**config.mk**
```make
export PLATFORM = sky130hd
export DESIGN_NAME = bullet_pool
export DESIGN_NICKNAME = d
export VERILOG_FILES = /design/src/rtl/tank_pkg.sv /design/src/rtl/bullet_step.sv /design/src/rtl/bullet_pool.sv
export SDC_FILE = /design/constraint.sdc
export NUM_CORES = 1
export LEC_CHECK = 0
export BUFFER_PORTS_ARGS = -buffer_cell sky130_fd_sc_hd__buf_2
export CAP_MARGIN = 20
export CELL_PAD_IN_SITES_DETAIL_PLACEMENT = 1
export CELL_PAD_IN_SITES_GLOBAL_PLACEMENT = 2
export CORE_MARGIN = 5
export CORE_UTILIZATION = 41
export DETAILED_ROUTE_END_ITERATION = 10
export PLACE_DENSITY = 0.95
export SYNTH_ARGS = -nofsm -noshare
export SYNTH_HDL_FRONTEND = slang
export SYNTH_SLANG_ARGS = --single-unit
```
**constraint.sdc**
```tcl
create_clock -name clk -period 18.3 [get_ports clk]
set_input_delay 0.915 -clock clk [delete_from_list [all_inputs] [get_ports clk]]
set_output_delay 0.915 -clock clk [all_outputs]
set_load 0.05 [all_outputs]
```
**src/rtl/tank_pkg.sv**
```systemverilog
// Shared types for the tank game datapath: Q11.4 fixed point, bullet slot record,
// playfield bounds and the bullet-pool FSM states.
package tank_pkg;

    localparam int unsigned COORD_W = 10;
    localparam int unsigned FIX_W   = 16;
    localparam int unsigned FRAC_W  = 4;
    localparam int unsigned AGE_W   = 9;

    localparam int unsigned X_MIN = 0;
    localparam int unsigned X_MAX = 639;
    localparam int unsigned Y_MIN = 0;
    localparam int unsigned Y_MAX = 479;

    typedef logic signed [FIX_W-1:0] q11_4_t;

    typedef struct packed {
        q11_4_t           x;
        q11_4_t           y;
        q11_4_t           vx;
        q11_4_t           vy;
        logic [AGE_W-1:0] age;
        logic             active;
    } bullet_slot_t;

    typedef enum logic [1:0] {
        ST_IDLE,
        ST_SPAWN,
        ST_STEP,
        ST_DONE
    } state_t;

endpackage

```
**src/rtl/bullet_step.sv**
```systemverilog
// One frame of motion for a single bullet slot: move, edge handling, ageing, target test.
// Edge handling selected by BULLET_BOUNCE_EN (bounce when defined, expire when undefined).
module bullet_step
    import tank_pkg::*;
#(
    parameter int unsigned LIFE_FRAMES = 300
) (
    input  bullet_slot_t       slot,
    input  logic [COORD_W-1:0] x_min,
    input  logic [COORD_W-1:0] x_max,
    input  logic [COORD_W-1:0] y_min,
    input  logic [COORD_W-1:0] y_max,
    input  logic [COORD_W-1:0] target_x,
    input  logic [COORD_W-1:0] target_y,
    input  logic [COORD_W-1:0] target_size,
    output bullet_slot_t       next,
    output logic               hit
);

    q11_4_t                         nx;
    q11_4_t                         ny;
    logic signed [FIX_W-FRAC_W-1:0] nx_int;
    logic signed [FIX_W-FRAC_W-1:0] ny_int;
    logic                           x_oob;
    logic                           y_oob;
    logic [FIX_W-FRAC_W:0]          dx;
    logic [FIX_W-FRAC_W:0]          dy;
    logic [FIX_W-FRAC_W:0]          adx;
    logic [FIX_W-FRAC_W:0]          ady;

    always_comb begin : step
        nx     = slot.x + slot.vx;
        ny     = slot.y + slot.vy;
        nx_int = nx[FIX_W-1:FRAC_W];
        ny_int = ny[FIX_W-1:FRAC_W];
        x_oob  = (nx_int < $signed({2'b00, x_min})) || (nx_int > $signed({2'b00, x_max}));
        y_oob  = (ny_int < $signed({2'b00, y_min})) || (ny_int > $signed({2'b00, y_max}));
        next   = slot;
        hit    = 1'b0;
        dx     = '0;
        dy     = '0;
        adx    = '0;
        ady    = '0;
        if (slot.active) begin
`ifdef BULLET_BOUNCE_EN
            if (x_oob) next.vx = -slot.vx;
            else       next.x  = nx;
            if (y_oob) next.vy = -slot.vy;
            else       next.y  = ny;
`else
            if (x_oob || y_oob) begin
                next.active = 1'b0;
            end else begin
                next.x = nx;
                next.y = ny;
            end
`endif
            next.age = slot.age + AGE_W'(1);
            if (next.age == AGE_W'(LIFE_FRAMES)) next.active = 1'b0;
            // Distances use the post-step integer position, sign-extended to 13 bits
            dx  = {next.x[FIX_W-1], next.x[FIX_W-1:FRAC_W]} - {3'b000, target_x};
            dy  = {next.y[FIX_W-1], next.y[FIX_W-1:FRAC_W]} - {3'b000, target_y};
            adx = dx[FIX_W-FRAC_W] ? -dx : dx;
            ady = dy[FIX_W-FRAC_W] ? -dy : dy;
            if (next.active && (adx <= {3'b000, target_size}) && (ady <= {3'b000, target_size})) begin
                next.active = 1'b0;
                hit         = 1'b1;
            end
        end
    end

endmodule

```
**src/rtl/bullet_pool.sv**
```systemverilog
// Per-tank bullet manager: spawns on fire, steps every live slot once per frame.
// Optional edge bounce via BULLET_BOUNCE_EN (inside bullet_step).
module bullet_pool
    import tank_pkg::*;
#(
    parameter int unsigned NUM_BULLETS     = 3,
    parameter int unsigned SPEED           = 2,
    parameter int unsigned SPAWN_OFF       = 12,
    parameter int unsigned LIFE_FRAMES     = 300,
    parameter int unsigned COOLDOWN_FRAMES = 8,
    parameter int unsigned BULLET_S        = 2
) (
    input  logic                           clk,
    input  logic                           rst,
    input  logic                           frame_tick,
    input  logic                           clear,
    input  logic                           fire,
    input  logic                           tank_alive,
    input  logic [COORD_W-1:0]             tank_x,
    input  logic [COORD_W-1:0]             tank_y,
    input  logic signed [7:0]              sin,
    input  logic signed [7:0]              cos,
    input  logic [COORD_W-1:0]             target_x,
    input  logic [COORD_W-1:0]             target_y,
    input  logic [COORD_W-1:0]             target_size,
    output logic [NUM_BULLETS*COORD_W-1:0] bullet_x,
    output logic [NUM_BULLETS*COORD_W-1:0] bullet_y,
    output logic [COORD_W-1:0]             bullet_s,
    output logic [NUM_BULLETS-1:0]         bullet_active,
    output logic                           hit,
    output logic                           busy
);

    localparam int unsigned IDX_W = (NUM_BULLETS > 1) ? $clog2(NUM_BULLETS) : 1;
    localparam int unsigned CD_W  = (COOLDOWN_FRAMES > 0) ? $clog2(COOLDOWN_FRAMES + 1) : 1;

    state_t           state;
    state_t           state_next;
    bullet_slot_t     slots      [NUM_BULLETS];
    bullet_slot_t     slots_next [NUM_BULLETS];
    logic [IDX_W-1:0] idx;
    logic [IDX_W-1:0] idx_next;
    logic [CD_W-1:0]  cooldown;
    logic [CD_W-1:0]  cooldown_next;
    logic             pending;
    logic             pending_next;
    logic             hit_flag;
    logic             hit_flag_next;
    logic             spawn_vld;
    logic             spawn_vld_next;
    logic [IDX_W-1:0] spawn_idx;
    logic [IDX_W-1:0] spawn_idx_next;
    logic             hit_next;
    logic             busy_next;

    logic             free_found;
    logic [IDX_W-1:0] free_idx;
    bullet_slot_t     spawn_slot;
    bullet_slot_t     step_out;
    logic             step_hit;
    q11_4_t           cos_ext;
    q11_4_t           sin_ext;
    q11_4_t           pos_x;
    q11_4_t           pos_y;

    bullet_step #(
        .LIFE_FRAMES (LIFE_FRAMES)
    ) u_step (
        .slot        (slots[idx]),
        .x_min       (COORD_W'(X_MIN)),
        .x_max       (COORD_W'(X_MAX)),
        .y_min       (COORD_W'(Y_MIN)),
        .y_max       (COORD_W'(Y_MAX)),
        .target_x    (target_x),
        .target_y    (target_y),
        .target_size (target_size),
        .next        (step_out),
        .hit         (step_hit)
    );

    // Muzzle position and launch velocity from the current heading
    always_comb begin : spawn_calc
        cos_ext          = {{(FIX_W-8){cos[7]}}, cos};
        sin_ext          = {{(FIX_W-8){sin[7]}}, sin};
        pos_x            = $signed({{(FIX_W-COORD_W){1'b0}}, tank_x})
                         + ((cos_ext * $signed(FIX_W'(SPAWN_OFF))) >>> FRAC_W);
        pos_y            = $signed({{(FIX_W-COORD_W){1'b0}}, tank_y})
                         + ((sin_ext * $signed(FIX_W'(SPAWN_OFF))) >>> FRAC_W);
        spawn_slot        = '0;
        spawn_slot.x      = pos_x <<< FRAC_W;
        spawn_slot.y      = pos_y <<< FRAC_W;
        spawn_slot.vx     = cos_ext * $signed(FIX_W'(SPEED));
        spawn_slot.vy     = sin_ext * $signed(FIX_W'(SPEED));
        spawn_slot.active = 1'b1;
    end

    always_comb begin : next_state
        state_next     = state;
        idx_next       = idx;
        cooldown_next  = cooldown;
        pending_next   = pending | (fire & tank_alive);
        hit_flag_next  = hit_flag;
        spawn_vld_next = spawn_vld;
        spawn_idx_next = spawn_idx;
        slots_next     = slots;
        free_found     = 1'b0;
        free_idx       = '0;
        for (int i = NUM_BULLETS - 1; i >= 0; i--) begin
            if (!slots[i].active) begin
                free_found = 1'b1;
                free_idx   = IDX_W'(i);
            end
        end

        case (state)
            ST_IDLE: begin
                idx_next = '0;
                if (frame_tick) state_next = ST_SPAWN;
            end
            ST_SPAWN: begin
                spawn_vld_next = 1'b0;
                if (pending && (cooldown == '0) && free_found) begin
                    slots_next[free_idx] = spawn_slot;
                    cooldown_next        = CD_W'(COOLDOWN_FRAMES);
                    spawn_vld_next       = 1'b1;
                    spawn_idx_next       = free_idx;
                end else if (cooldown != '0) begin
                    cooldown_next = cooldown - CD_W'(1);
                end
                // The frame's request is consumed; only a fire arriving this cycle survives
                pending_next = fire & tank_alive;
                idx_next     = '0;
                state_next   = ST_STEP;
            end
            ST_STEP: begin
                if (!(spawn_vld && (spawn_idx == idx))) begin
                    slots_next[idx] = step_out;
                    hit_flag_next   = hit_flag | step_hit;
                end
                if (idx == IDX_W'(NUM_BULLETS - 1)) state_next = ST_DONE;
                else                                idx_next   = idx + IDX_W'(1);
            end
            ST_DONE: begin
                hit_flag_next = 1'b0;
                state_next    = ST_IDLE;
            end
            default: state_next = ST_IDLE;
        endcase

        if (clear) begin
            for (int i = 0; i < NUM_BULLETS; i++) slots_next[i].active = 1'b0;
            state_next     = ST_IDLE;
            idx_next       = '0;
            cooldown_next  = '0;
            pending_next   = 1'b0;
            hit_flag_next  = 1'b0;
            spawn_vld_next = 1'b0;
        end

        busy_next = (state_next != ST_IDLE);
        hit_next  = (state_next == ST_DONE) && hit_flag_next;
    end

    always_ff @(posedge clk or posedge rst) begin : regs
        if (rst) begin
            state     <= ST_IDLE;
            idx       <= '0;
            cooldown  <= '0;
            pending   <= 1'b0;
            hit_flag  <= 1'b0;
            spawn_vld <= 1'b0;
            spawn_idx <= '0;
            hit       <= 1'b0;
            busy      <= 1'b0;
            for (int i = 0; i < NUM_BULLETS; i++) slots[i] <= '0;
        end else begin
            state     <= state_next;
            idx       <= idx_next;
            cooldown  <= cooldown_next;
            pending   <= pending_next;
            hit_flag  <= hit_flag_next;
            spawn_vld <= spawn_vld_next;
            spawn_idx <= spawn_idx_next;
            hit       <= hit_next;
            busy      <= busy_next;
            for (int i = 0; i < NUM_BULLETS; i++) slots[i] <= slots_next[i];
        end
    end

    always_comb begin : slot_outputs
        bullet_x      = '0;
        bullet_y      = '0;
        bullet_active = '0;
        for (int i = 0; i < NUM_BULLETS; i++) begin
            bullet_x[i*COORD_W +: COORD_W] = slots[i].x[COORD_W+FRAC_W-1:FRAC_W];
            bullet_y[i*COORD_W +: COORD_W] = slots[i].y[COORD_W+FRAC_W-1:FRAC_W];
            bullet_active[i]               = slots[i].active;
        end
    end

    assign bullet_s = COORD_W'(BULLET_S);

endmodule

```
=== Yosys cells after proc, flatten, opt, wreduce, memory -nomap -nowiden ===
Cells that the tools add are included.

* Add/sub/neg operators: 11
* Reductions and logical operators: 26
* Equal/unequal tests: 12
* Multipliers: 2
* Bitwise gates (word level): 5
* Order comparisons: 10
* Muxes and demuxes: 52

{| class="wikitable"
|+ Operators with widths
! cell !! count
|-
| $bwmux W222 || 2
|-
| $mux W222 || 2
|-
| $pmux W222 S2 || 1
|-
| $demux W74 S2 || 2
|-
| $mux W74 || 4
|-
| $bmux W74 S2 || 1
|-
| $mux W32 || 3
|-
| $add A16 B16 Y16 || 2
|-
| $le A13 B10 Y1 || 2
|-
| $mux W13 || 2
|-
| $neg A13 Y13 || 2
|-
| $sub A12 B11 Y13 || 2
|-
| $add A11 B9 Y12 || 2
|-
| $lt A12 B1 Y1 const B || 2
|-
| $mul A8 B3 Y11 const B || 2
|-
| $mux W1 || 19
|-
| $mux W2 || 8
|-
| $mux W4 || 4
|-
| $gt A12 B10 Y1 const B || 1
|-
| $gt A12 B11 Y1 const B || 1
|-
| $mux W10 || 1
|-
| $add A9 B1 Y9 const B || 1
|-
| $eq A9 B9 Y1 const B || 1
|-
| $ne A3 B3 Y1 const B || 3
|-
| 24 further kinds || 48
|}

* Register bits after elaboration: 237
* Word-level logic and storage cells: 145

=== Longest topological paths before layout ===
Gate-level depths: netlist of the first run.

* Depth after elaboration: 23
* Gate-level depth with buffers: 41
* Mapped depth without buffers: 35

=== Hierarchy ===
A second synthesis of the first run with hierarchy kept.

* Cell total of the unflattened synthesis: 2245
* Area total of the unflattened synthesis: 18925.7 um2

{| class="wikitable"
|+ By module, submodules not included
! module !! times used !! cells an instance !! seq. area each (um2) !! area an instance (um2)
|-
| bullet_pool || 1 || 1490 || 5930.7 || 13686.9
|-
| bullet_step || 1 || 755 || 0.0 || 5238.8
|}

=== Worst setup path before layout of the first run ===
OpenSTA, ideal clock, no wires.

* Path kind: register to register
* Start: reg idx[1]
* End: reg hit
* Slack: 9.268 ns
* Period minus slack after synthesis: 9.032 ns
* Required time: 18.227 ns
* Stages on the path, launching flop included: 40
* Arrival: 8.959 ns
* Path through: dfrtp_1 buf_6 buf_12 buf_2 buf_2 buf_1 mux2i_1 o21ai_0 ha_1 inv_1 fa_1 nand2b_1 a21oi_2 o21ai_1 a311o_1 nor2_1 o31ai_1 nor3_1 [... 4 more ...] o31a_1 or4_1 o21a_1 a21o_1 a21oi_1 nand4_2 nand3_1 mux2i_1 ha_1 nor2b_1 o21a_1 o21a_1 o211ai_1 a21oi_1 o41ai_1 nand4_1 or4b_4 a21oi_2

* Cells in the longest elaborated chain, start to end: 23
* Elaborated cells on any way between the ends: 44
* Classes of those cells: add/sub (7); order compare (6); eq/ne (4); mux (18); bitwise (2); reduce/logical (7)

{| class="wikitable"
|+ Ends and longest elaborated chain
! item !! line !! text
|-
| start, declared || bullet_pool.sv:41 || <nowiki>logic [IDX_W-1:0] idx;</nowiki>
|-
| start signal, assigned || bullet_pool.sv:178 || <nowiki>idx <= idx_next;</nowiki>
|-
| $not A2 Y3 (implied by the code) || bullet_pool.sv:69 || <nowiki>.slot (slots[idx]),</nowiki>
|-
| $bmux W74 S2 || bullet_pool.sv:69 ||
|-
| $mux W74 (implied by the code) (2 in series) || bullet_pool.sv:69 ||
|-
| $add A16 B16 Y16, on equally long branches || bullet_step.sv:32, bullet_step.sv:33 ||
|-
| $lt A12 B1 Y1 (tied with other cells) || bullet_step.sv:36 || <nowiki>x_oob = (nx_int < $signed({2'b00, x_min})) || (nx_int > $signed({2'b00, x_max}));</nowiki>
|-
| $logic_or A1 B1 Y1, on equally long branches || bullet_step.sv:36, bullet_step.sv:37 ||
|-
| $logic_or A1 B1 Y1 || bullet_step.sv:51 || <nowiki>if (x_oob || y_oob) begin</nowiki>
|-
| $mux W32 || bullet_step.sv:51 ||
|-
| [... 7 more ...] || - ||
|-
| $mux W1 || bullet_step.sv:65 || <nowiki>if (next.active && (adx <= {3'b000, target_size}) && (ady <= {3'b000, target_size})) begin</nowiki>
|-
| $mux W1 || bullet_step.sv:44 || <nowiki>if (slot.active) begin</nowiki>
|-
| $or A1 B1 Y1 || bullet_pool.sv:138 || <nowiki>hit_flag_next = hit_flag | step_hit;</nowiki>
|-
| $mux W1 || bullet_pool.sv:136 || <nowiki>if (!(spawn_vld && (spawn_idx == idx))) begin</nowiki>
|-
| $pmux W1 S2 || bullet_pool.sv:115 || <nowiki>case (state)</nowiki>
|-
| $mux W1 || bullet_pool.sv:150 || <nowiki>if (clear) begin</nowiki>
|-
| $logic_and A1 B1 Y1 * || bullet_pool.sv:161 || <nowiki>hit_next = (state_next == ST_DONE) && hit_flag_next;</nowiki>
|-
| via hit_next || bullet_pool.sv:53 || <nowiki>logic hit_next;</nowiki>
|-
| end signal, assigned || bullet_pool.sv:184 || <nowiki>hit <= hit_next;</nowiki>
|-
| end, declared || bullet_pool.sv:30 || <nowiki>output logic hit,</nowiki>
|}

Mark *: on every way through the listed nets, which the timed path passes. The rest lies on a longest branch. The select of a mux whose other input is x is not followed.
A chain may end at the register's enable or synchronous reset.

=== Worst setup path after layout of the first run ===
Ends and elaborated chain as after synthesis.

==> results of run 1 <==
## metrics by stage
| step | setup WS [ps] | utilization [%] | power, mW |
|---|---|---|---|
| 3_3_place_gp | 7930 | 43.0 | 3.43 |
| 3_5_place_dp | 7570 | 43.0 | 3.53 |
| 6_report | 7330 | 45.1 | 4.12 |
| 2_1_floorplan | 9270 | - | 2.81 |
| 4_1_cts | 7490 | 45.1 | 4.10 |
| 5_1_grt | 6850 | 45.1 | 4.40 |
## logic make-up (layout without fill, tap and decap cells)
| kind of cell | after synthesis | after routing | share of synthesized area [%] |
|---|---|---|---|
| AOI/OAI and AO/OA | 689 | 689 | 24.4 |
| xor gates and xnor gates | 86 | 86 | 4.22 |
| DFF | 237 | 237 | 32.9 |
| adders and majority gates | 136 | 136 | 9.78 |
| muxes | 125 | 125 | 7.10 |
| other | 2 | 10 | 0.0417 |
| buffers and inverters | 283 | 302 | 7.86 |
| and+or+nand+nor | 543 | 543 | 13.6 |
## flip-flops by register name, indices dropped and copies added (netlist names)
signal,flops
state,2
spawn_idx,2
idx,2
spawn_vld,1
bullet_x,30
pending,1
hit,1
hit_flag,1
slots,159
bullet_y,30
busy,1
bullet_active,3
cooldown,4
## worst max-delay path: cells and delay by family, from the launching register on
kind,cells,cell delay (ps)
AOI/OAI and AO/OA,15,3570
adders and majority gates,4,1300
buffers and inverters,3,1430
DFF,1,430
muxes,3,790
and+or+nand+nor,10,3280
## report_power, final
part           switching [mW]  internal [mW]
clock network           0.230          0.313
registers               0.105          0.659
logic                    1.86          0.953
## final timing paths
| check | startpoint | endpoint | slack [ps] | cells after the start |
|---|---|---|---|---|
| worst min register to register | slots[97]$_DFFE_PP0P_ | slots[97]$_DFFE_PP0P_ | 480 | 2 |
| worst max-delay path | idx[1]$_DFFE_PP0P_ | hit$_DFF_PP0_ | 7330 | 35 |
| min in group clk | slots[97]$_DFFE_PP0P_ | slots[97]$_DFFE_PP0P_ | 480 | 2 |
| max in group asynchronous | rst | bullet_x[6]$_DFFE_PP0P_ | 15790 | 5 |
| worst min-delay path | rst | slots[171]$_DFFE_PP0P_ | 400 | 2 |
| worst max register to register | idx[1]$_DFFE_PP0P_ | hit$_DFF_PP0_ | 7330 | 35 |
## final cells by class
cell class / count / area [µm²] / area share (%)
sequential: 237 / 5940 / 30.4
tap: 585 / 732 / 3.75
clock inverter: 5 / 38.8 / 0.199
inverter: 92 / 353 / 1.81
clock buffer: 45 / 845 / 4.32
timing repair buffer: 160 / 877 / 4.49
multi-input combinational: 1589 / 10700 / 55.0
## synthesized netlist by cell type, types with 5 or more instances
cell,number
nand2_1,294
o21ai_0,253
dfrtp_1,237
a21oi_1,131
ha_1,128
mux2i_1,106
nor2_1,96
inv_1,92
clkbuf_1,83
buf_4,76
xnor2_1,61
a22oi_1,49
o21a_1,27
a32oi_1,26
a31oi_1,24
o221ai_1,24
xor2_1,24
nand3_1,22
o21ai_1,22
and2_1,20
nor3_1,20
nor2b_1,19
a21o_1,16
a22o_1,16
buf_1,15
mux2_2,15
o211ai_1,13
and3_1,11
buf_2,11
a221o_1,9
nand2b_1,9
fa_1,8
nand4_1,7
a211oi_1,6
nor4_1,6
o31a_1,6
o32a_1,6
or3_1,6
and4_1,5
buf_6,5
o21bai_1,5
## metal layers
layer | part of all wire, % | global-route usage [%] | vias up
met1 | 42 | 32.9 | 8358
li1 | - | - | 7497
met2 | 48 | 44.8 | 534
met3 | 5.8 | 4.63 | 127
met5 | 0 | 0 | -
met4 | 4.1 | 10.2 | 0
==> impl_results.md, run 1 <==
- Status: completed
- VDD IR max: 0.101 mV
- Die height: 220 µm
- Commonest non-fill, non-tap cell in the layout: nand2_1
- Setup TNS: 0 ps
- Hold WS: 398 ps
- Starting density of the core: 41.6%
- Highest-count cells in the layout ignoring fill and taps: nand2_1 (293), o21ai_0 (253), dfrtp_1 (235)
- PwrDens: 211 mW/mm²
- Max Root-Sink Buffers: 3
- CP peak stage delay: 820 ps
- Synth Area per Inst: 8.57 µm²
- Crit-path slowest cell: nor3_2
- # IOs: 147
- Via Count: 16,516
- Critical setup path kind: register to register
- Worst slew margin: 25.4%
- Die ar.: 0.0482 mm²
- Min Clock Period, post-route: 10,970 ps
- Unrepaired setup endpoints after global routing: false
- Synth top area cells: dfrtp_1 (33%), ha_1 (8.9%), o21ai_0 (7.0%), nand2_1 (6.1%), mux2i_1 (5.9%)
- Leak: 8.48 nW
- I/O Buffers: 136
- Clock sink count: 237
- Max Cap Viol: 0
- Final nets: 2,316
- CTS Buf Count: 28
- Core Box Area: 0.0433 mm²
- DR DRC count: 0
- Routability cong.: 0.883
- Final cell count without fillers: 2,713
- Post-synth EDFFs: 0
- Mapped Cells: 2,101
- DRT antenna net count: 0
- Synth Flop Type: dfrtp_1
- Maximum clock rate: 0.0912 GHz
- Clock-pin slew on the worst setup and hold paths: 70 ps
- Synth unique cells: 94
- Placed cell count: 2,661
- Clock skew: 29.4 ps
- Drt first pass iters: 5
- Post-synth top area share: 32.9%
- Vias in the first global route: 17,715
- Overall global routing resource usage: 26.2%
- WP data required: 18,810 ps
- Arrival @ worst endpoint: 11,480 ps
- Initial drt markers: 1,021
- Largest net degree at the start of global routing: 93
- Post-synth top area cell: dfrtp_1
- Crit path capture type: register
- Detailed Route WL: 64.4 mm
- Setup Viol. Count Final: 0
- Final hold vios: 0
- Worst-Margin Slew: 1110 ps
- Worst min path class: input port to asynchronous set/reset pin
- Synth Cell Area: 0.0180 mm²
- Post-CTS Setup Bufs: 0
- Diode count: 0
- First-pass GRT wire length: 100 mm
- CP Max Fanout: 41
- Layout area overhead: 8.44%
- TritonCTS clock tree: done
- # rows: 76
- Hold_buf cts: 0
- Seq/Total Area, Yosys: 32.9%
- Final Cycle Share: 59.9%
- CTS Root Cell: clkbuf_16
- Share of cells above drive strength 1: 12.2%
- Worst-Skew Late Latency: 580 ps
- Dpl hpwl: 45.9 mm
- Seq cells post-synth: 237
- Startpoint Class: register
- Wire per inst: 23.7 µm
- Ys Warns: 0
- Ys async rst share: 100%
- H-tree levels: 1
- Max Slew Vio Count: 0
- DIE WIDTH: 220 µm
- # resized after CTS: 0
- Initial antenna violation count: 0
- Via density per instance: 6.09
- Final instance area: 0.0195 mm²
- Fillers: 5,187
- DP Area: 0.0186 mm²
- GRT overflow: 0
(Power assumes the default switching activity.)
==> run 2, diff against run 1 <==
--- a/config.mk
+++ b/config.mk
@@ -10,9 +10,9 @@
 export CELL_PAD_IN_SITES_DETAIL_PLACEMENT = 1
 export CELL_PAD_IN_SITES_GLOBAL_PLACEMENT = 2
 export CORE_MARGIN = 5
-export CORE_UTILIZATION = 41
+export CORE_UTILIZATION = 34
 export DETAILED_ROUTE_END_ITERATION = 10
-export PLACE_DENSITY = 0.95
+export PLACE_DENSITY = 0.85
 export SYNTH_ARGS = -nofsm -noshare
 export SYNTH_HDL_FRONTEND = slang
 export SYNTH_SLANG_ARGS = --single-unit
==> constraint.sdc (replaced) <==
create_clock -name clk -period 9.7 [get_ports clk]
set_input_delay 0.485 -clock clk [delete_from_list [all_inputs] [get_ports clk]]
set_output_delay 0.485 -clock clk [all_outputs]
set_load 0.05 [all_outputs]
==> impl_results.md, run 2 (synthesized netlist as in run 1, its figures left out) <==
- CTS Buf Count: 30 (+7.1%)
- WP buf/inv: 3 (unchanged)
- WP data required: 10,210 ps (-8600 ps)
- First-pass GRT wire length: 105 mm (+4.7%)
- Startpoint Class: register
- Routability cong.: 0.888 (+0.61%)
- DR DRC count: 0 (unchanged)
- Final nets: 2,350 (+1.5%)
- Placed cell count: 2,795 (+5.0%)
- Hold_buf cts: 0 (unchanged)
- CTS Root Cell: clkbuf_16
- Clock skew: 14.1 ps (-15.3 ps)
- Die height: 240 µm (+9.4%)
- DP Area: 0.0190 mm² (+2.3%)
- Vias in the first global route: 18,013 (+1.7%)
- Status: completed
- Final WS setup: 503 ps (-6830 ps)
- Crit-path slowest cell: dfrtp_4
- Final Cycle Share: 94.8% (+35 points)
- Worst-Skew Late Latency: 580 ps (about the same)
- Final hold vios: 0 (unchanged)
- Min Clock Period, post-route: 9200 ps (-1770 ps)
- Initial drt markers: 1,174 (+15%)
- Max FFs per register: 159 (unchanged)
- Detailed Route WL: 68.3 mm (+6.1%)
- Core Box Area: 0.0526 mm² (+21%)
- CP Max Fanout: 42 (+2.4%)
- Area of the multi-input gates: 0.0107 mm² (about the same)
- Crit path capture type: register
- Wire per inst: 23.9 µm (+0.88%)
- Pre-CTS setup slack: 610 ps (-6960 ps)
- Biggest register: slots
- DRT antenna net count: 0 (unchanged)
- I/O Buffers: 136 (unchanged)
- # resized after CTS: 0 (unchanged)
- Arrival @ worst endpoint: 9700 ps (-1780 ps)
- # rows: 84 (+11%)
- Dpl hpwl: 48.6 mm (+5.9%)
- GRT overflow: 0 (unchanged)
- Critical setup path kind: register to register
- Highest-count cells in the layout ignoring fill and taps: nand2_1 (294), o21ai_0 (253), dfrtp_1 (235)
- DIE WIDTH: 240 µm (+9.4%)
- Hold WS: 0.0969 ps (-398 ps)
- Share of cells above drive strength 1: 13.7% (+1.5 points)
- Worst min path class: input port to asynchronous set/reset pin
- Maximum clock rate: 0.109 GHz (+19%)
- Worst-Margin Slew: 1230 ps (+119 ps)
- Via density per instance: 5.84 (-4.1%)
- Max Cap Viol: 0 (unchanged)
- VDD IR max: 0.191 mV (+88%)
- TritonCTS clock tree: done
- Final instance area: 0.0202 mm² (+3.3%)
- Post-CTS Setup Bufs: 0 (unchanged)
- Drt first pass iters: 5 (unchanged)
- Die ar.: 0.0577 mm² (+20%)
- Largest net degree at the start of global routing: 92 (-1.1%)
- Clock-pin slew on the worst setup and hold paths: 60 ps (about the same)
- Overall global routing resource usage: 23.1% (-3.1 points)
- Final core occ: 38.4% (-6.8 points)
- Starting density of the core: 34.3% (-7.4 points)
- FF/Latch Area: 0.00594 mm² (unchanged)
- Initial antenna violation count: 6 (+6)
- Max Slew Vio Count: 0 (unchanged)
- Final cell count without fillers: 2,854 (+5.2%)
- CP peak stage delay: 630 ps (-190 ps)
- Max Root-Sink Buffers: 3 (unchanged)
- Family with the most delay on the worst path: compound AO/OA/AOI/OAI gates
- PwrDens: 406 mW/mm² (+92%)
- Setup Viol. Count Final: 0 (unchanged)
- Worst slew margin: 17.7% (-7.7 points)
- Via Count: 16,665 (+0.90%)
- # IOs: 147 (unchanged)
- Fillers: 6,227 (+20%)
- Layout area overhead: 12.0%
- Cell mode on critical path: a21oi_1
- Design Power: 8.18 mW (+99%)
- Clock sink count: 237 (unchanged)
- Setup TNS: 0 ps (unchanged)
- Commonest non-fill, non-tap cell in the layout: nand2_1
- Leak: 8.76 nW (+3.3%)
- H-tree levels: 1 (unchanged)
- Unrepaired setup endpoints after global routing: false
==> run 2: changes by cell type in the layout (fill, tap and decap cells not counted), sizes merged <==
| cell | before | now |
|---|---|---|
| buf | 160 | 192 |
| inv | 92 | 93 |
| bufinv | 0 | 5 |
| diode | 0 | 1 |
| clkinvlp | 1 | 0 |
==> run 2: layout make-up <==
| cell class | instances | area share (%) |
|---|---|---|
| inverter | 92 | 1.75 |
| sequential | 237 | 29.4 |
| clock buffer | 45 | 4.45 |
| multi-input combinational | 1589 | 53.3 |
| clock inverter | 10 | 0.887 |
| tap | 688 | 4.27 |
| timing repair buffer | 192 | 5.91 |
| antenna | 1 | 0.0124 |
==> run 2: final timing paths <==
check | depth (start not counted) | startpoint | to | slack, ps
hold reg to reg | 2 | slots[178]$_DFFE_PP0P_ | slots[178]$_DFFE_PP0P_ | 480
min in group clk | 3 | tank_alive | pending$_DFF_PP0_ | 200
setup reg to reg | 35 | idx[1]$_DFFE_PP0P_ | hit$_DFF_PP0_ | 500
max in group asynchronous | 5 | rst | slots[132]$_DFFE_PP0P_ | 7520
setup / recovery | 35 | idx[1]$_DFFE_PP0P_ | hit$_DFF_PP0_ | 500
hold / removal | 2 | rst | slots[20]$_DFFE_PP0P_ | 0.1
==> run 2: worst register-to-register path: cells and delay by family (launching register included) <==
kind | cells | cell delay, ps
AND/OR/NAND/NOR | 11 | 2720
flip-flops | 1 | 630
AO/OA/AOI/OAI | 16 | 3440
multiplexers | 2 | 590
buffers and inverters | 3 | 720
adder cells (fa/ha/maj) | 3 | 1010
==> run 2: metal layers <==
metal | routed length, µm | track usage, % | vias up
met2 | 32500 | 39.0 | 506
met1 | 28900 | 29.9 | 8479
met5 | 7 | 0 | -
met3 | 4450 | 4.00 | 117
li1 | - | - | 7561
met4 | 2540 | 7.96 | 2
==> run 2: power by group <==
group	switching (mW)	total (mW)	leakage, nW	internal (mW)
combinational	3.58	5.50	5.47	1.92
clock	0.462	1.23	0.531	0.768
sequential	0.215	1.46	2.76	1.24
